**src/rtl/fpu_fp16_to_int_pkg.sv**
```systemverilog
// Shared FP16 types and constants for the fp16 -> integer decode path.
package fpu_fp16_to_int_pkg;

  localparam int unsigned FP16_W      = 16;
  localparam int unsigned FP16_EXP_W  = 5;
  localparam int unsigned FP16_FRAC_W = 10;
  localparam int unsigned FP16_MANT_W = FP16_FRAC_W + 1;
  localparam int unsigned FP16_BIAS   = 15;
  localparam int unsigned FP16_EUNB_W = 6;
  localparam logic [FP16_EXP_W-1:0] FP16_EXP_MAX = 5'h1F;
  localparam int unsigned CC_W        = 4;

  typedef struct packed {
    logic                   sign;
    logic [FP16_EXP_W-1:0]  exp;
    logic [FP16_FRAC_W-1:0] frac;
  } fp16_t;

  typedef struct packed {
    logic z;
    logic c;
    logic n;
    logic v;
  } condCode_t;

  typedef enum logic [2:0] {
    FP_ZERO,
    FP_SUB,
    FP_NORM,
    FP_INF,
    FP_NAN
  } fp16Class_t;

  // Shift counter width: must hold the largest right shift (10) or left shift.
  function automatic int unsigned fp16_cnt_width(input int unsigned out_w);
    int unsigned max_shift;
    max_shift = (out_w > 22) ? (out_w - 12) : 10;
    return $clog2(max_shift + 1);
  endfunction

endpackage

```
**src/rtl/fpu_fp16_classify.sv**
```systemverilog
// Combinational FP16 classifier: operand class plus unbiased exponent.
module fpu_fp16_classify
  import fpu_fp16_to_int_pkg::*;
(
  input  fp16_t                          i_op,
  output fp16Class_t                     o_class,
  output logic signed [FP16_EUNB_W-1:0]  o_exp_unb
);

  // Class from exponent/fraction patterns; everything else is a normal number.
  always_comb begin
    o_class = FP_NORM;
    if (i_op.exp == FP16_EXP_MAX) begin
      o_class = (i_op.frac == '0) ? FP_INF : FP_NAN;
    end else if (i_op.exp == '0) begin
      o_class = (i_op.frac == '0) ? FP_ZERO : FP_SUB;
    end
  end

  assign o_exp_unb = $signed({1'b0, i_op.exp}) - $signed(FP16_EUNB_W'(FP16_BIAS));

endmodule

```
**src/rtl/fpu_fp16_to_int.sv**
```systemverilog
// Multi-cycle FP16 -> signed integer converter, truncating toward zero,
// using a one-bit-per-cycle shifter and valid/ready on both sides.
module fpu_fp16_to_int
  import fpu_fp16_to_int_pkg::*;
#(
  parameter int unsigned OUT_W = 16
)(
  input  logic              clock,
  input  logic              reset_L,
  input  logic              inValid,
  output logic              inReady,
  input  logic [FP16_W-1:0] fpuIn,
  output logic              outValid,
  input  logic              outReady,
  output logic [OUT_W-1:0]  intOut,
  output logic [CC_W-1:0]   condCodes
);

  localparam int unsigned CNT_W = fp16_cnt_width(OUT_W);
  localparam logic [OUT_W-1:0] INT_MAX = {1'b0, {(OUT_W-1){1'b1}}};
  localparam logic [OUT_W-1:0] INT_MIN = {1'b1, {(OUT_W-1){1'b0}}};
  localparam logic signed [FP16_EUNB_W-1:0] E_TOP  = FP16_EUNB_W'(OUT_W - 1);
  localparam logic signed [FP16_EUNB_W-1:0] E_FRAC = FP16_EUNB_W'(FP16_FRAC_W);

  typedef enum logic [1:0] {
    S_IDLE,
    S_SHIFT,
    S_DONE
  } state_t;

  state_t                         r_state;
  state_t                         w_state_nxt;

  logic [OUT_W-1:0]               r_mant;
  logic [CNT_W-1:0]               r_cnt;
  logic                           r_left;
  logic                           r_sign;
  logic                           r_sticky;
  logic                           r_sat;
  logic                           r_nan;

  fp16_t                          w_op;
  fp16Class_t                     w_class;
  logic signed [FP16_EUNB_W-1:0]  w_exp_unb;
  logic                           w_accept;
  logic                           w_out_hs;

  logic [OUT_W-1:0]               w_ld_mant;
  logic [CNT_W-1:0]               w_ld_cnt;
  logic                           w_ld_left;
  logic                           w_ld_sign;
  logic                           w_ld_sticky;
  logic                           w_ld_sat;
  logic                           w_ld_nan;
  logic                           w_exact_min;

  logic                           w_in_ready_nxt;
  logic                           w_out_valid_nxt;
  logic                           w_res_load;
  logic                           w_shift_en;
  logic [OUT_W-1:0]               w_res_int;
  condCode_t                      w_res_cc;
  logic                           w_mag_nz;

  assign w_op     = fp16_t'(fpuIn);
  assign w_accept = (r_state == S_IDLE) && inValid && inReady;
  assign w_out_hs = outValid && outReady;

  fpu_fp16_classify u_classify (
    .i_op      (w_op),
    .o_class   (w_class),
    .o_exp_unb (w_exp_unb)
  );

  // FSM state register.
  always_ff @(posedge clock or negedge reset_L) begin
    if (!reset_L) begin
      r_state <= S_IDLE;
    end else begin
      r_state <= w_state_nxt;
    end
  end

  // FSM next-state logic.
  always_comb begin
    w_state_nxt = r_state;
    case (r_state)
      S_IDLE:  if (w_accept)     w_state_nxt = S_SHIFT;
      S_SHIFT: if (r_cnt == '0)  w_state_nxt = S_DONE;
      S_DONE:  if (w_out_hs)     w_state_nxt = S_IDLE;
      default:                   w_state_nxt = S_IDLE;
    endcase
  end

  // FSM outputs: handshake flags and datapath enables.
  always_comb begin
    w_in_ready_nxt  = (w_state_nxt == S_IDLE);
    w_out_valid_nxt = (r_state == S_DONE) && !w_out_hs;
    w_res_load      = (r_state == S_SHIFT) && (r_cnt == '0);
    w_shift_en      = (r_state == S_SHIFT) && (r_cnt != '0);
  end

  assign w_exact_min = w_op.sign && (w_exp_unb == E_TOP) && (w_op.frac == '0);

  // Operand decode at accept: special cases resolve here, normals get mantissa and shift plan.
  always_comb begin
    w_ld_mant   = '0;
    w_ld_cnt    = '0;
    w_ld_left   = 1'b0;
    w_ld_sign   = 1'b0;
    w_ld_sticky = 1'b0;
    w_ld_sat    = 1'b0;
    w_ld_nan    = 1'b0;
    case (w_class)
      FP_NAN: begin
        w_ld_nan = 1'b1;
      end
      FP_INF: begin
        w_ld_sat  = 1'b1;
        w_ld_sign = w_op.sign;
      end
      FP_ZERO, FP_SUB: begin
        w_ld_sticky = (w_op.frac != '0);
      end
      default: begin
        if (w_exp_unb < 0) begin
          // |x| < 1 truncates to zero but is inexact.
          w_ld_sticky = 1'b1;
        end else if ((w_exp_unb >= E_TOP) && !w_exact_min) begin
          w_ld_sat  = 1'b1;
          w_ld_sign = w_op.sign;
        end else begin
          w_ld_sign = w_op.sign;
          w_ld_mant = OUT_W'({1'b1, w_op.frac});
          if (w_exp_unb >= E_FRAC) begin
            w_ld_left = 1'b1;
            w_ld_cnt  = CNT_W'(w_exp_unb - E_FRAC);
          end else begin
            w_ld_cnt  = CNT_W'(E_FRAC - w_exp_unb);
          end
        end
      end
    endcase
  end

  // Operand registers: load on accept, then shift one bit per cycle.
  always_ff @(posedge clock or negedge reset_L) begin
    if (!reset_L) begin
      r_mant   <= '0;
      r_cnt    <= '0;
      r_left   <= 1'b0;
      r_sign   <= 1'b0;
      r_sticky <= 1'b0;
      r_sat    <= 1'b0;
      r_nan    <= 1'b0;
    end else if (w_accept) begin
      r_mant   <= w_ld_mant;
      r_cnt    <= w_ld_cnt;
      r_left   <= w_ld_left;
      r_sign   <= w_ld_sign;
      r_sticky <= w_ld_sticky;
      r_sat    <= w_ld_sat;
      r_nan    <= w_ld_nan;
    end else if (w_shift_en) begin
      r_cnt <= r_cnt - CNT_W'(1);
      if (r_left) begin
        r_mant <= r_mant << 1;
      end else begin
        r_mant   <= r_mant >> 1;
        r_sticky <= r_sticky | r_mant[0];
      end
    end
  end

  // Final result: saturation or signed magnitude, with ZCNV flags.
  always_comb begin
    w_mag_nz  = (r_mant != '0);
    w_res_int = r_sign ? (OUT_W'(0) - r_mant) : r_mant;
    w_res_cc  = '{z: !w_mag_nz, c: r_sticky, n: r_sign && w_mag_nz, v: r_nan};
    if (r_sat) begin
      w_res_int = r_sign ? INT_MIN : INT_MAX;
      w_res_cc  = '{z: 1'b0, c: 1'b0, n: r_sign, v: 1'b1};
    end
  end

  // Registered outputs; result holds until the next conversion overwrites it.
  always_ff @(posedge clock or negedge reset_L) begin
    if (!reset_L) begin
      inReady   <= 1'b0;
      outValid  <= 1'b0;
      intOut    <= '0;
      condCodes <= '0;
    end else begin
      inReady  <= w_in_ready_nxt;
      outValid <= w_out_valid_nxt;
      if (w_res_load) begin
        intOut    <= w_res_int;
        condCodes <= CC_W'(w_res_cc);
      end
    end
  end

endmodule

```
**config.mk**
```make
export PLATFORM = sky130hd
export DESIGN_NAME = fpu_fp16_to_int
export DESIGN_NICKNAME = d
export VERILOG_FILES = /design/src/rtl/fpu_fp16_to_int_pkg.sv /design/src/rtl/fpu_fp16_classify.sv /design/src/rtl/fpu_fp16_to_int.sv
export SDC_FILE = /design/constraint.sdc
export NUM_CORES = 1
export LEC_CHECK = 0
export BUFFER_PORTS_ARGS = -buffer_cell sky130_fd_sc_hd__buf_2
export CORE_MARGIN = 8
export CORE_UTILIZATION = 40
export DETAILED_ROUTE_END_ITERATION = 7
export HOLD_SLACK_MARGIN = 0.08
export PLACE_DENSITY = 0.66
export SKIP_CTS_REPAIR_TIMING = 1
export SYNTH_ARGS = -nofsm -noshare
export SYNTH_HDL_FRONTEND = slang
export SYNTH_SLANG_ARGS = --single-unit
```
**constraint.sdc**
```tcl
create_clock -name clock -period 2.5 [get_ports clock]
set_input_delay 0.125 -clock clock [delete_from_list [all_inputs] [get_ports clock]]
set_output_delay 0.125 -clock clock [all_outputs]
set_load 0.005 [all_outputs]
```
==> results of run 1 <==
area by class of cell:
cell class,instances,area (sq um),share of cell area
Multi-Input combinational cell,273,1700,0.481
Inverter,16,60.1,0.0170
Tap cell,102,128,0.0362
Clock inverter,1,5.00,0.00142
Timing Repair Buffer,55,318,0.0900
Clock buffer,7,96.3,0.0273
Sequential cell,49,1230,0.347
logic make-up after synthesis:
| family | share of synthesized area |
|---|---|
| AND/OR/NAND/NOR | 0.193 |
| AO/OA/AOI/OAI | 0.247 |
| flip-flops | 0.395 |
| XOR/XNOR | 0.00847 |
| multiplexers | 0.0484 |
| adder cells (fa/ha/maj) | 0.0484 |
| buffers and inverters | 0.0597 |
final timing paths:
path | startpoint | to | depth (start not counted)
setup / recovery | r_mant[0] | condCodes[1] | 7
hold / removal | fpuIn[4] | r_mant[4] | 3
setup reg to reg | r_mant[0] | condCodes[1] | 7
hold reg to reg | intOut[1] | intOut[1] | 2
max in group asynchronous | reset_L | r_mant[11] | 3
min in group asynchronous | reset_L | intOut[7] | 2
sequential cells by signal, indices dropped and copies added (netlist names), 2 cells and up:
signal and cells:
r_state 2, r_cnt 4, r_mant 16, intOut 16, condCodes 4
report_power, final:
part / leakage [uW] / switching (uW) / internal (uW)
combinational: 0.000904 / 1100 / 874
sequential: 0.000601 / 463 / 1170
clock: 0.0000542 / 260 / 250
stage by stage:
step                      hold WS (ns)  worst slack, ns  instance area (sq um)  cells
after detailed placement        0.0542            0.217                   3400    492
after CTS                       -0.275            0.430                   3500    500
after global placement          0.0461            0.256                   3400    492
final                           0.0807            0.392                   3530    503
after floorplan                 -0.171            0.448                   3100    366
after global routing            0.0850            0.234                   3530    503
worst max-delay path, delay by kind of cell (launching register included):
| family | cells | cell delay (ns) |
|---|---|---|
| adder cells (fa/ha/maj) | 1 | 0.20 |
| AO/OA/AOI/OAI | 1 | 0.21 |
| AND/OR/NAND/NOR | 4 | 0.98 |
| buffers and inverters | 1 | 0.14 |
| flip-flops | 1 | 0.47 |
placed cells by master, fill, tap and decap left out, types with 7 or more instances in the layout:
| cell type | n |
|---|---|
| dfrtp_1 | 49 |
| buf_2 | 41 |
| o21ai_0 | 40 |
| a21oi_1 | 39 |
| nor2_1 | 37 |
| nand2_1 | 30 |
| inv_1 | 16 |
| mux2i_1 | 15 |
| ha_1 | 12 |
| buf_4 | 11 |
| a31oi_1 | 10 |
| nor3_1 | 8 |
| clkbuf_8 | 7 |
routing by layer:
layer | vias up | track usage
met3 | 10 | 0.0366
met5 | - | 0
met4 | 0 | 0.0517
met1 | 1325 | 0.178
li1 | 1380 | -
met2 | 64 | 0.233
==> flow_metrics.env, run 1 <==
export IMPL_io_pins=42
export IMPL_clkSinkCount=49
export IMPL_via_per_inst=5.52
export IMPL_rrSetupSlack_ns=0.39
export IMPL_async_reset_ff_frac=1.00
export IMPL_startpoint_type="flop"
export IMPL_slew_headroom=0.547
export IMPL_drt_iter0_markers=186
export IMPL_p_leak_uw=0.00156
export IMPL_synthTopCellsByArea="dfrtp_1 (40%), o21ai_0 (6.5%), a21oi_1 (6.3%), ha_1 (4.8%), mux2i_1 (4.8%)"
export IMPL_globalRouteTotalUtil=0.143
export IMPL_tightest_slew_ns=0.679
export IMPL_power_uw=4110
export IMPL_num_rows=32
export IMPL_core_area_sq_um=7610
export IMPL_synthTopCellsByCount="dfrtp_1 (49), o21ai_0 (40), a21oi_1 (39), nor2_1 (37), nand2_1 (30)"
export IMPL_die_y_microns=104
export IMPL_vdd_drop_max_v=0.000434
export IMPL_drive_above_1_share=0.172
export IMPL_ys_ff_latch=49
export IMPL_timing_fmax_ghz=0.474
export IMPL_vias=2779
export IMPL_finalCriticalPeriod_ns=2.11
export IMPL_synth_top_area_share=0.395
export IMPL_htreeDepth=2
export IMPL_die_area_sq_um=10800
export IMPL_clock_latency_ns=0.30
export IMPL_syn_area_per_cell_sq_um=8.48
export IMPL_cts_tree="built"
export IMPL_powerDensity_nw_per_um2=1160
export IMPL_routed_top_layer="met4"
export IMPL_seq_area_frac_synth=0.395
export IMPL_wl_met3_microns=379
export IMPL_fin_tns_setup_ns=0
export IMPL_initial_core_util=0.408
export IMPL_maxSlewViolCount=0
export IMPL_grt_pass1_vias=2789
export IMPL_ys_flop_type="dfrtp_1"
export IMPL_cp_max_fo=6
export IMPL_insertedDiodeCount=0
export IMPL_ant_nets=0
export IMPL_path_class="flop to flop"
export IMPL_hold_violations=0
export IMPL_yosysTopAreaCell="dfrtp_1"
export IMPL_crit_path_top_delay_cell="dfrtp_1"
export IMPL_clock_skew_ns=0.00441
export IMPL_clkSlewWorstSetupHoldPaths_ns=0.09
export IMPL_wl_mm=7.74
export IMPL_cpPeakStageDelay_ns=0.47
export IMPL_root_buffer="clkbuf_8"
export IMPL_status="finished, final reports clean"
export IMPL_wirelength_met1_mm=3.52
export IMPL_ys_warn_count=0
export IMPL_rsz0062_at_grt="no"
export IMPL_critPathArrivalTime_ns=2.30
export IMPL_nFillCells=761
export IMPL_synth_area_sq_um=3100
export IMPL_setup_viol=0
export IMPL_grt_max_degree=36
export IMPL_path_cells="inv_1 -> ha_1 -> nor3b_1 -> and2_4 -> nand2_1 -> or4_1 -> a22o_1"
export IMPL_cts_buffers=5
export IMPL_area_delta_synth_final_pct=13.8
export IMPL_maxCapViolations=0
export IMPL_cp_end_kind="flop"
export IMPL_first_pass_iters=4
export IMPL_die_x_microns=104
export IMPL_synth_nets=398
export IMPL_synthCells=366
export IMPL_cp_data_required_time_ns=2.70
export IMPL_synth_edff_count=0
export IMPL_hold_path_class="input port to flop"
export IMPL_finalCritPeriodShare=0.843
export IMPL_wire_per_inst_microns=15.4
export IMPL_gp_congestion=0.844
export IMPL_drc=0
export IMPL_synth_distinct_cells=60
export IMPL_clockBufferDepth=2
export IMPL_fin_nets=432
export IMPL_io_buffers=41
export IMPL_grt_pass1_wl_mm=13.2
export IMPL_fin_util=0.464
export IMPL_hpwl_mm=5.67
export IMPL_yosysMostFrequentCell="dfrtp_1"
export IMPL_wl_met2_mm=3.68
export IMPL_antenna_found_initial=0
export IMPL_grt_overflow_total=0
No activity file was read; power rests on OpenSTA's default activity.
==> inputs of run 2 (changes only) <==
Settings changed: ABC_AREA set to 1.
Clock period 2.5 ns to 2.15 ns, I/O delays scaled along.
==> run 2 against run 1 <==
Net effect:
- clock-buffer cell count up 1
- critical path type unchanged
- power increased by 5.2%
- cell count up 13%
- first-iteration DRC count grew 24%
- critical endpoint is now r_mant[9]
- combinational power grew 8%
==> flow_metrics.env, run 2 <==
export IMPL_hold_path_class="input port to flop"
export IMPL_path_cells="nor3_4 -> inv_2 -> nand2_4 -> inv_1 -> a31oi_1 -> a21oi_1"
export IMPL_maxSlewViolCount=0
export IMPL_clkSinkCount=49
export IMPL_vias=2884
export IMPL_fin_tns_setup_ns=0
export IMPL_hp_start="outReady"
export IMPL_drt_iter0_markers=230
export IMPL_seq_area_frac_synth=0.402
export IMPL_cts_tree="built"
export IMPL_grt_max_degree=41
export IMPL_hold_violations=0
export IMPL_synth_edff_count=0
export IMPL_grt_overflow_total=0
export IMPL_io_pins=42
export IMPL_status="finished, final reports clean"
export IMPL_die_x_microns=103
export IMPL_critPathTopFamily="simple AND/OR/NAND/NOR gates"
export IMPL_antenna_found_initial=0
export IMPL_clkSlewWorstSetupHoldPaths_ns=0.09
export IMPL_yosysTopAreaCell="dfrtp_1"
export IMPL_synthTopCellsByArea="dfrtp_1 (40%), nand2_1 (12%), nor2_1 (8.1%), o21ai_0 (6.2%), nand3_1 (5.1%)"
export IMPL_finalCritPeriodShare=0.835
export IMPL_tightest_slew_ns=0.906
export IMPL_clockBufferDepth=2
export IMPL_clock_skew_ns=0.00762
export IMPL_num_rows=32
export IMPL_setup_slack_ns=0.355
export IMPL_hpwl_mm=5.75
export IMPL_core_area_sq_um=7570
export IMPL_top_regs="intOut (16), r_mant (16)"
export IMPL_slew_headroom=0.396
export IMPL_timing_fmax_ghz=0.557
export IMPL_gp_congestion=0.864
export IMPL_io_buffers=41
export IMPL_pre_cts_ws_ns=0.392
export IMPL_ys_warn_count=0
export IMPL_p_switching_uw=1940
export IMPL_synth_distinct_cells=33
export IMPL_finalInstanceArea_sq_um=3490
export IMPL_p_sw_frac=0.448
export IMPL_vdd_drop_max_v=0.000440
export IMPL_yosysMostFrequentCell="nand2_1"
export IMPL_path_class="flop to flop"
export IMPL_powerDensity_nw_per_um2=1240
export IMPL_finalCriticalPeriod_ns=1.80
export IMPL_seq_power_share=0.386
export IMPL_cts_buffers=5
export IMPL_first_pass_iters=4
export IMPL_synthCells=419
export IMPL_ys_ff_latch=49
export IMPL_drive_above_1_share=0.142
export IMPL_cp_end_kind="flop"
export IMPL_globalRouteTotalUtil=0.147
export IMPL_root_buffer="clkbuf_8"
export IMPL_ys_flop_type="dfrtp_1"
export IMPL_rsz0062_at_grt="no"
export IMPL_drc=0
export IMPL_fin_nets=496
export IMPL_wl_mm=7.50
export IMPL_die_area_sq_um=10700
export IMPL_clock_latency_ns=0.30
export IMPL_p_clk_frac=0.121
export IMPL_dpl_cell_area_sq_um=3360
export IMPL_mostFrequentLayoutCells="nand2_1 (97), nor2_1 (66), dfrtp_1 (49)"
export IMPL_critPathArrivalTime_ns=1.98
export IMPL_initial_core_util=0.403
export IMPL_internal_power_uw=2380
export IMPL_synthTopCellsByCount="nand2_1 (97), nor2_1 (66), dfrtp_1 (49), o21ai_0 (38), inv_1 (35)"
export IMPL_synth_nets=451
export IMPL_p_leak_uw=0.00170
export IMPL_cpPeakStageDelay_ns=0.47
export IMPL_async_reset_ff_frac=1.00
export IMPL_die_y_microns=103
export IMPL_via_per_inst=5.09
export IMPL_insertedDiodeCount=0
export IMPL_maxCapViolations=0
export IMPL_area_delta_synth_final_pct=14.5
export IMPL_cp_data_required_time_ns=2.33
export IMPL_crit_path_top_delay_cell="dfrtp_1"
export IMPL_crit_start="r_state[1]"
export IMPL_grt_pass1_vias=2623
export IMPL_startpoint_type="flop"
export IMPL_synth_area_sq_um=3050
export IMPL_setup_viol=0
export IMPL_power_frac_comb=0.493
export IMPL_wire_per_inst_microns=13.2
export IMPL_syn_area_per_cell_sq_um=7.28
export IMPL_cp_max_fo=27
export IMPL_r2r_start="r_state[1]"
export IMPL_htreeDepth=2
export IMPL_ant_nets=0
export IMPL_grt_pass1_wl_mm=12.6
export IMPL_layout_commonest_cell="nand2_1"
export IMPL_synth_top_area_share=0.402
export IMPL_crit_buf_inv=2
-- run 2: cell count changes after synthesis, sizes merged, moves of 4 or more --
cell | before | now
inv | 16 | 39
clkbuf | 24 | 8
nand2 | 30 | 98
a21oi | 39 | 32
nand2b | 5 | 0
a211o | 6 | 0
or3 | 4 | 0
or4 | 4 | 0
nand3 | 4 | 33
a21boi | 4 | 0
a211oi | 6 | 0
nor3 | 10 | 4
mux2i | 15 | 0
nor2 | 37 | 66
-- run 2: layout make-up --
| class | instances | area (sq um) |
|---|---|---|
| tap | 102 | 128 |
| inverter | 41 | 154 |
| fill | 813 | 4070 |
| sequential | 49 | 1230 |
| clock buffer | 8 | 80.1 |
| multi-input combinational | 315 | 1610 |
| timing repair buffer | 52 | 300 |
-- run 2: path summary, 6_finish.rpt --
kind	end	slack, ns	depth (start not counted)
worst max register to register	r_mant[9]	0.35	6
min in group asynchronous	intOut[14]	0.47	2
worst max-delay path	r_mant[9]	0.35	6
worst min register to register	intOut[3]	0.49	2
worst min-delay path	outValid	0.07	4
max in group asynchronous	intOut[2]	1.00	3
-- run 2: logic make-up (layout without fill, tap and decap cells) --
logic type      after synthesis  after routing  share of synthesized area
buf+inv                      55            101                     0.0722
fa+ha+maj                    12             12                     0.0492
simple gates                210            210                      0.300
flops                        49             49                      0.402
compound gates               87             87                      0.160
xor+xnor                      6              6                     0.0172
-- run 2: tightest hold or removal path, stage by stage --
cell	delay, ns
buf_2	0.08
nand2_1	0.04
nand2_1	0.07
nor2_1	0.04
-- run 2: through the flow --
step           cells  hold WS [ns]  total power (uW)   util
6_report         567        0.0687              4320  0.462
5_1_grt          567        0.0811              4760  0.462
2_1_floorplan    419        -0.188              3150      -
3_5_place_dp     554         0.287              3820  0.444
4_1_cts          562       -0.0372              4350  0.455
3_3_place_gp     554         0.284              3770  0.444
-- run 2: routing by layer --
layer | up-vias | GRT usage | share of wire
li1 | 1456 | - | -
met1 | 1348 | 0.198 | 0.45
met2 | 74 | 0.235 | 0.47
met3 | 6 | 0.0268 | 0.065
met4 | 0 | 0.0389 | 0.012
met5 | - | 0 | 0
-- run 2: power groups by stage --
stage               logic [uW]  registers, uW  clock network (uW)
floorplan                 1560           1590                   0
global placement          2100           1680                   0
detailed placement        2130           1690                   0
CTS                       2140           1670                 536
global route              2450           1730                 578
finish                    2130           1670                 525
==> inputs of run 3 (changes only) <==
Settings changed: ABC_AREA 1 to 0.
Clock period 2.15 ns to 1.73 ns, I/O delays scaled along.
==> run 3 against run 2 <==
Net effect:
- design area rose by 26%
- largest power group unchanged
- the run now ends with setup timing left
- wire length is 17% higher
- critical path type unchanged
- utilization up 12 points
==> flow_metrics.env, run 3 (synthesis gave the netlist of run 1 again) <==
export IMPL_status="finished, violations left"
export IMPL_violations="setup timing"
export IMPL_grt_pass1_vias=2960
export IMPL_maxSlewViolCount=0
export IMPL_grt_pass1_wl_mm=13.6
export IMPL_powerDensity_nw_per_um2=1740
export IMPL_hold_path_class="input port to flop"
export IMPL_initial_core_util=0.408
export IMPL_regArea_sq_um=1230
export IMPL_tightest_slew_ns=0.574
export IMPL_pre_cts_ws_ns=-0.188
export IMPL_cts_tree="built"
export IMPL_drive_above_1_share=0.368
export IMPL_cpPeakStageDelay_ns=0.56
export IMPL_via_per_inst=5.38
export IMPL_grt_max_degree=34
export IMPL_power_uw=7690
export IMPL_insertedDiodeCount=0
export IMPL_critPathTopFamily="simple AND/OR/NAND/NOR gates"
export IMPL_setup_viol=6
export IMPL_ant_nets=0
export IMPL_die_y_microns=104
export IMPL_wire_per_inst_microns=15.2
export IMPL_fin_nets=504
export IMPL_wl_mm=8.75
export IMPL_mostFrequentLayoutCells="buf_4 (73), dfrtp_1 (49), buf_2 (41)"
export IMPL_timing_fmax_ghz=0.521
export IMPL_io_pins=42
export IMPL_fin_tns_setup_ns=-0.429
export IMPL_cp_max_fo=2
export IMPL_hold_depth=3
export IMPL_final_cells=575
export IMPL_whs_ns=0.0692
export IMPL_layout_commonest_cell="buf_4"
export IMPL_grt_overflow_total=0
export IMPL_slew_headroom=0.617
export IMPL_crit_top_cell="or4_4"
export IMPL_num_rows=32
export IMPL_reg2reg_to="condCodes[1]"
export IMPL_path_class="flop to flop"
export IMPL_clock_latency_ns=0.31
export IMPL_top_regs="intOut (16), r_mant (16)"
export IMPL_r2r_start="r_mant[10]"
export IMPL_reg2reg_depth=5
export IMPL_setup_slack_ns=-0.189
export IMPL_clockBufferDepth=2
export IMPL_antenna_found_initial=0
export IMPL_holdPathEnd="r_mant[8]"
export IMPL_htreeDepth=2
export IMPL_nFillCells=650
export IMPL_root_buffer="clkbuf_8"
export IMPL_crit_path_top_delay_cell="or4_4"
export IMPL_p_leak_uw=0.00200
export IMPL_multi_input_area_sq_um=1910
export IMPL_hp_start="fpuIn[8]"
export IMPL_hpwl_mm=6.19
export IMPL_first_pass_iters=4
export IMPL_core_area_sq_um=7610
export IMPL_gp_congestion=0.842
export IMPL_crit_buf_inv=0
export IMPL_dp_cells=553
export IMPL_area_delta_synth_final_pct=42.1
export IMPL_clock_skew_ns=0.00631
export IMPL_rsz0062_at_grt="yes"
export IMPL_critPathArrivalTime_ns=2.12
export IMPL_cts_buffers=5
export IMPL_drc=0
export IMPL_startpoint_type="flop"
export IMPL_maxCapViolations=0
export IMPL_hold_violations=0
export IMPL_cp_data_required_time_ns=1.93
export IMPL_rrSetupSlack_ns=-0.19
export IMPL_vias=3095
export IMPL_path_cells="or4_4 -> nor3_4 -> nand2_1 -> or4_4 -> a22o_1"
export IMPL_die_area_sq_um=10800
export IMPL_cp_end_kind="flop"
export IMPL_drt_iter0_markers=120
export IMPL_finalCriticalPeriod_ns=1.92
export IMPL_globalRouteTotalUtil=0.147
export IMPL_finalCritPeriodShare=1.11
export IMPL_io_buffers=41
export IMPL_vdd_drop_max_v=0.000846
export IMPL_clkSinkCount=49
export IMPL_clkSlewWorstSetupHoldPaths_ns=0.09
export IMPL_die_x_microns=104
run 3: cell types whose count changed in the layout (fill, tap and decap cells not counted), moves of 5 or more:
| cell | change |
|---|---|
| mux2i_1 | +15 |
| buf_4 | +67 |
| a211oi_1 | +6 |
| o21ai_0 | -13 |
| inv_1 | -23 |
| nand2_1 | -69 |
| o21ai_1 | +13 |
| a211o_1 | +6 |
| nor3_1 | +5 |
| buf_12 | +5 |
| nor2_1 | -29 |
| nand3_1 | -27 |
run 3: routing by layer:
layer	part of all wire	track usage	vias up	wire length, microns
met5	0	0	-	0
met4	0.021	0.0548	0	188
met3	0.047	0.0316	16	412
met2	0.50	0.250	79	4410
met1	0.43	0.178	1474	3750
li1	-	-	1526	-
run 3: power breakdown:
| part | switching [uW] | internal [uW] |
|---|---|---|
| Sequential | 422 | 1690 |
| Combinational | 2410 | 2290 |
| Clock | 405 | 470 |
| Total | 3240 | 4450 |
run 3: layout make-up:
type                    instances  area share
flip-flops and latches         49       0.278
repair buffers                127       0.219
clock buffers                   6      0.0187
clock inverters                 2     0.00851
multi-input cells             273       0.433
well taps                     102      0.0289
inverters                      16      0.0136
run 3: how the worst max path moves through the flow:
| stage | startpoint | end | slack [ns] | cells after the start |
|---|---|---|---|---|
| after floorplan | r_mant[10] | condCodes[1] | -0.18 | 5 |
| after global placement | fpuIn[10] | r_cnt[3] | -0.19 | 8 |
| final | r_mant[10] | condCodes[1] | -0.19 | 5 |
| after CTS | r_mant[10] | condCodes[1] | -0.20 | 5 |
| after global routing | r_mant[10] | condCodes[1] | -0.25 | 5 |
| after detailed placement | fpuIn[10] | r_cnt[3] | -0.19 | 8 |
run 3: tightest hold or removal path: cells and delay by family:
| family | cells | cell delay [ns] |
|---|---|---|
| AO/OA/AOI/OAI | 1 | 0.06 |
| AND/OR/NAND/NOR | 1 | 0.09 |
| buffers and inverters | 1 | 0.10 |
run 3: through the flow:
stage                     utilization  instance area [sq um]
after floorplan                     -                   3180
after global placement          0.517                   3930
after detailed placement        0.517                   3930
after CTS                       0.533                   4050
after global routing            0.580                   4410
final                           0.580                   4410
